==> src/rtl/pipe_pkg.sv <==
// Shared opcode, control-bundle and forwarding definitions for the pipeline sequencer.
package pipe_pkg;

  localparam logic [2:0] OP_LDM = 3'b001;
  localparam logic [2:0] OP_STR = 3'b010;
  localparam logic [2:0] OP_ADD = 3'b011;
  localparam logic [2:0] OP_NOT = 3'b100;

  localparam int CTRL_W     = 6;
  localparam int CTRL_WB    = 5;
  localparam int CTRL_ALU   = 4;
  localparam int CTRL_MR    = 3;
  localparam int CTRL_MW    = 2;
  localparam int CTRL_ALUOP = 1;
  localparam int CTRL_IMM   = 0;

  typedef enum logic [1:0] {
    FWD_NONE = 2'b00,
    FWD_MEM  = 2'b01,
    FWD_WB   = 2'b10
  } fwd_e;

  function automatic logic uses_rs1(input logic [2:0] op);
    return (op == OP_STR) || (op == OP_ADD) || (op == OP_NOT);
  endfunction

  function automatic logic uses_rs2(input logic [2:0] op);
    return (op == OP_STR) || (op == OP_ADD);
  endfunction

endpackage

==> src/rtl/pipe_stage_reg.sv <==
// One pipeline stage register: loads its payload every cycle, or a cleared bubble.
module pipe_stage_reg #(
  parameter int W = 8
) (
  input  logic         clk_i,
  input  logic         rst_ni,
  input  logic         bubble_i,
  input  logic [W-1:0] data_i,
  output logic         valid_o,
  output logic [W-1:0] data_o
);

  logic         valid_q, valid_d;
  logic [W-1:0] data_q, data_d;

  always_comb begin
    valid_d = !bubble_i;
    data_d  = bubble_i ? '0 : data_i;
  end

  always_ff @(posedge clk_i or negedge rst_ni) begin
    if (!rst_ni) begin
      valid_q <= 1'b0;
      data_q  <= '0;
    end else begin
      valid_q <= valid_d;
      data_q  <= data_d;
    end
  end

  assign valid_o = valid_q;
  assign data_o  = data_q;

endmodule

==> src/rtl/pipe_ctrl.sv <==
// Pipeline sequencer: stages CU bundles, detects load-use and memory-port hazards,
// selects EX operand forwarding and counts stall cycles.
module pipe_ctrl
  import pipe_pkg::*;
#(
  parameter int REG_AW = 3,
  parameter int CNT_W  = 16
) (
  input  logic              clk,
  input  logic              rst_n,
  input  logic              id_valid,
  input  logic [2:0]        id_op,
  input  logic [5:0]        id_ctrl,
  input  logic [REG_AW-1:0] id_rs1,
  input  logic [REG_AW-1:0] id_rs2,
  input  logic [REG_AW-1:0] id_rd,
  output logic              pc_en,
  output logic              ifid_en,
  output logic              ifid_bubble,
  output logic [5:0]        ex_ctrl,
  output logic [5:0]        mem_ctrl,
  output logic [5:0]        wb_ctrl,
  output logic [REG_AW-1:0] ex_rd,
  output logic [REG_AW-1:0] mem_rd,
  output logic [REG_AW-1:0] wb_rd,
  output logic [1:0]        fwd_a,
  output logic [1:0]        fwd_b,
  output logic              imem_grant,
  output logic              dmem_grant,
  output logic [CNT_W-1:0]  stall_cnt
);

  // Payload layout: {ctrl, rd, rs1, rs2, uses_rs1, uses_rs2}
  localparam int PW  = CTRL_W + 3 * REG_AW + 2;
  localparam int SRC = PW - CTRL_W - REG_AW;

  logic [PW-1:0]     id_pl, ex_pl, mem_pl, wb_pl;
  logic              ex_v, mem_v, wb_v;
  logic [CTRL_W-1:0] ex_c, mem_c, wb_c;
  logic [REG_AW-1:0] ex_rd_r, mem_rd_r, wb_rd_r, ex_rs1, ex_rs2;
  logic              ex_u1, ex_u2;
  logic [SRC-1:0]    mem_unused_src, wb_unused_src;
  logic              id_hit, lu, mc, mem_fwd_ok, wb_fwd_ok;
  logic [CNT_W-1:0]  stall_cnt_q, stall_cnt_d;

  assign id_pl = {id_ctrl, id_rd, id_rs1, id_rs2, uses_rs1(id_op), uses_rs2(id_op)};

  pipe_stage_reg #(.W(PW)) u_idex (
    .clk_i(clk), .rst_ni(rst_n), .bubble_i(!id_valid || lu),
    .data_i(id_pl), .valid_o(ex_v), .data_o(ex_pl)
  );
  pipe_stage_reg #(.W(PW)) u_exmem (
    .clk_i(clk), .rst_ni(rst_n), .bubble_i(!ex_v),
    .data_i(ex_pl), .valid_o(mem_v), .data_o(mem_pl)
  );
  pipe_stage_reg #(.W(PW)) u_memwb (
    .clk_i(clk), .rst_ni(rst_n), .bubble_i(!mem_v),
    .data_i(mem_pl), .valid_o(wb_v), .data_o(wb_pl)
  );

  assign {ex_c, ex_rd_r, ex_rs1, ex_rs2, ex_u1, ex_u2} = ex_pl;
  assign {mem_c, mem_rd_r, mem_unused_src}            = mem_pl;
  assign {wb_c, wb_rd_r, wb_unused_src}               = wb_pl;

  // Hazard detection: a load in EX feeding ID stalls; a load/store in MEM steals the port.
  assign id_hit = (uses_rs1(id_op) && (ex_rd_r == id_rs1)) ||
                  (uses_rs2(id_op) && (ex_rd_r == id_rs2));
  assign lu = ex_v && ex_c[CTRL_MR] && ex_c[CTRL_WB] && id_valid && id_hit;
  assign mc = mem_v && (mem_c[CTRL_MR] || mem_c[CTRL_MW]);

  assign pc_en       = !(lu || mc);
  assign ifid_en     = !lu;
  assign ifid_bubble = mc && !lu;
  assign dmem_grant  = mc;
  assign imem_grant  = !mc;

  // A load in MEM has no result yet, so only a non-load EX/MEM producer may forward.
  assign mem_fwd_ok = mem_v && mem_c[CTRL_WB] && !mem_c[CTRL_MR];
  assign wb_fwd_ok  = wb_v && wb_c[CTRL_WB];

  always_comb begin
    fwd_a = FWD_NONE;
    fwd_b = FWD_NONE;
    if (ex_v && ex_u1) begin
      if (mem_fwd_ok && (mem_rd_r == ex_rs1))     fwd_a = FWD_MEM;
      else if (wb_fwd_ok && (wb_rd_r == ex_rs1))  fwd_a = FWD_WB;
    end
    if (ex_v && ex_u2) begin
      if (mem_fwd_ok && (mem_rd_r == ex_rs2))     fwd_b = FWD_MEM;
      else if (wb_fwd_ok && (wb_rd_r == ex_rs2))  fwd_b = FWD_WB;
    end
  end

  assign ex_ctrl  = ex_v  ? ex_c  : '0;
  assign mem_ctrl = mem_v ? mem_c : '0;
  assign wb_ctrl  = wb_v  ? wb_c  : '0;
  assign ex_rd    = ex_rd_r;
  assign mem_rd   = mem_rd_r;
  assign wb_rd    = wb_rd_r;

  always_comb begin
    stall_cnt_d = stall_cnt_q;
    if (!pc_en && (stall_cnt_q != {CNT_W{1'b1}})) stall_cnt_d = stall_cnt_q + CNT_W'(1);
  end

  always_ff @(posedge clk or negedge rst_n) begin
    if (!rst_n) stall_cnt_q <= '0;
    else        stall_cnt_q <= stall_cnt_d;
  end

  assign stall_cnt = stall_cnt_q;

endmodule
==> config.mk <==
export PLATFORM = sky130hd
export DESIGN_NAME = pipe_ctrl
export DESIGN_NICKNAME = d
export VERILOG_FILES = /design/src/rtl/pipe_pkg.sv /design/src/rtl/pipe_stage_reg.sv /design/src/rtl/pipe_ctrl.sv
export SDC_FILE = /design/constraint.sdc
export NUM_CORES = 1
export LEC_CHECK = 0
export CAP_MARGIN = 0
export CORE_UTILIZATION = 51
export CTS_CLUSTER_SIZE = 10
export DETAILED_ROUTE_END_ITERATION = 10
export GPL_ROUTABILITY_DRIVEN = 0
export PLACE_DENSITY = 0.84
export SLEW_MARGIN = 15
export SYNTH_ARGS = -nofsm -noshare
export SYNTH_HDL_FRONTEND = slang
export SYNTH_SLANG_ARGS = --single-unit
export TNS_END_PERCENT = 50
==> constraint.sdc <==
create_clock -name clk -period 3.2 [get_ports clk]
set_input_delay 0.64 -clock clk [delete_from_list [all_inputs] [get_ports clk]]
set_output_delay 0.64 -clock clk [all_outputs]
set_load 0.005 [all_outputs]
==> flow_metrics.py <==
metrics = {
    "sta": {
        "skew_ps": 5.89,
        "post-route-period-util_pct": 96.9,
        "setup_tns_ps": 0,
        "hold_violations": 0,
        "min_period_ps": 3100,
        "rsz0062_at_grt": "no",
        "worst-slew-pin-transition_ps": 767,
        "relSlewSlack_pct": 48.9,
        "slew_viol_final": 0,
        "final.setup.worst_slack_ps": 101,
        "finalSetupViolCount": 0,
        "hold_ws_ps": 401,
        "fmaxAchievable_ghz": 0.323,
    },
    "clock_tree": {
        "clock_latency_ps": 300,
        "clock_tree.root_cell": "clkbuf_8",
        "clockBufferDepth": 2,
        "post-cts-setup-buffers": 0,
        "cts_hold_buf": 0,
        "htreeDepth": 2,
        "numCtsBuffers": 5,
        "tritoncts": "done",
        "cts_sinks": 54,
        "path_clk_slew_ps": 90,
        "cts_resized": 0,
    },
    "route": {
        "ant_nets": 0,
        "viasPerCell": 5.08,
        "initialDrtViolationCount": 114,
        "drtPass1Iterations": 4,
        "wl_per_cell_um": 14.5,
        "routed_wl_mm": 5.08,
        "vias": 1777,
        "drc": 0,
    },
    "floorplan": {
        "chipHeight_um": 73.4,
        "ios": 73,
        "die_area_um2": 5390,
        "start_util_pct": 54.0,
        "coreArea_um2": 4820,
        "die_w_um": 73.4,
        "rows": 25,
    },
    "placement": {
        "preCtsSetupSlack_ps": 95.2,
        "hpwl_mm": 3.83,
        "placed_area_um2": 3270,
        "dp.cells": 342,
        "io_buffer_count": 72,
    },
    "synthesis": {
        "yosys.area.top_type": "dfrtp_1",
        "syn_inst": 223,
        "synth_area_leaders": "dfrtp_1, xor2_1, and2_1",
        "synth-seq-cells": 54,
        "yosysSeqAreaShare_pct": 52.0,
        "synth.distinct_cells": 34,
        "synth_area_um2": 2600,
        "synthDominantCellAreaShare_pct": 52.0,
        "synth.net_count": 245,
        "postSynthAreaPerCell_um2": 11.7,
        "ys.warnings.count": 0,
    },
    "layout": {
        "final_cell_mix": "clkdlybuf4s50_1, dfrtp_1, and2_1",
        "final_layout_size_suffix_gt1_share_pct": 12.7,
        "area_growth_syn_to_layout_pct": 29.1,
        "finalNetCount": 304,
        "utilization_pct": 69.7,
        "layout.cells.most_common": "clkdlybuf4s50_1",
        "n_antenna_cell": 0,
        "instances_no_fill": 350,
        "fin_area_um2": 3360,
    },
    "grt": {
        "overflow": 0,
        "grt_pass1_vias": 1711,
        "antenna_found_initial": 0,
        "grt_pass1_wl_mm": 8.09,
        "grt_max_degree": 36,
        "grt_use_total_pct": 20.4,
    },
    "critical_path": {
        "criticalPathCategory": "input port to primary output",
        "worst_path_max_delay_cell": "clkdlybuf4s50_1",
        "cp-end-kind": "primary output",
        "startpoint_type": "input port",
        "path_buf_inv": 3,
        "crit_path_max_incr_delay_ps": 450,
        "cpMostUsedCell": "clkdlybuf4s50_1",
        "worstPathCellList": "clkdlybuf4s50_1, xor2_1, nor4_1, buf_4, o21ai_2, and2_1, clkdlybuf4s50_1",
        "required_ps": 2560,
        "cp_data_arrival_time_ps": 2460,
        "crit_fanout": 4,
        "path_delay_family": "buffers and inverters",
    },
    "power_and_ir_drop": {
        "total_power_mw": 1.80,
        "p_leak_nw": 1.48,
        "powerDensity_nw_per_um2": 535,
        "peakVddDrop_v": 0.000383,
    },
    "run": {
        "maxCapViolations": 0,
    },
    "status": {
        "status": "complete, no violations",
    },
    "min_path": {
        "hp-class": "input port to asynchronous set/reset pin",
    },
}
## cell usage after synthesis, drive strengths merged
cell type and instances:
inv 4, a211oi 12, o21ai 2, nor2b 1
nand3 10, mux2i 1, nand2b 2, a21oi 3
nor4 5, and2 28, a2bb2oi 1, nor3 2
nor2 2, xnor2 3, nand2 5, ha 1
xor2 27, buf 25, and3 21, clkbuf 4
or3b 1, a21boi 1, a2111oi 1, nand4 4
dfrtp 54, mux2 2, and4 1
## where the power goes
group / leakage (nW) / internal, mW / switching (mW)
Clock: 0.0441 / 0.154 / 0.219
Combinational: 0.764 / 0.297 / 0.198
Sequential: 0.669 / 0.788 / 0.139
## registers in the layout, indices dropped and copies added (netlist names)
name,flops
stall_cnt,16
u_exmem.valid_o,1
u_idex.valid_o,1
u_idex.data_o,17
u_memwb.data_o,9
u_memwb.valid_o,1
u_exmem.data_o,9
## final timing paths
check	startpoint	endpoint	slack, ps	cells past startpoint
worst max-delay path	id_rs2[2]	pc_en	100	7
worst max register to register	u_idex.data_o[8]	stall_cnt[14]	930	7
worst min-delay path	rst_n	u_memwb.data_o[15]	400	1
max in group asynchronous	rst_n	u_idex.data_o[9]	2150	2
min in group clk	stall_cnt[10]	stall_cnt[10]	490	1
worst min register to register	stall_cnt[10]	stall_cnt[10]	490	1
## kinds of logic after synthesis
family,Yosys count,synth area share [%]
AND/OR/NAND/NOR,82,19.7
flip-flops,54,52.0
buffers and inverters,33,8.33
XOR/XNOR,30,10.1
AO/OA/AOI/OAI,20,8.18
multiplexers,3,1.25
adder cells (fa/ha/maj),1,0.481
## metal layers
metal | vias to the layer above | global-route usage, % | part of all wire (%)
li1 | 852 | - | -
met1 | 867 | 24.4 | 42
met2 | 47 | 36.0 | 52
met3 | 11 | 3.16 | 3.6
met4 | 0 | 9.40 | 2.7
met5 | - | 0 | 0
## area by class of cell
cell class,instances,area (um2)
well taps,67,83.8
fillers,399,1460
clock buffers,5,68.8
multi-input cells,136,1030
flip-flops and latches,54,1350
clock inverters,3,21.3
repair buffers,81,783
inverters,4,15.0
Note: power is estimated with default switching activity, not from simulation.
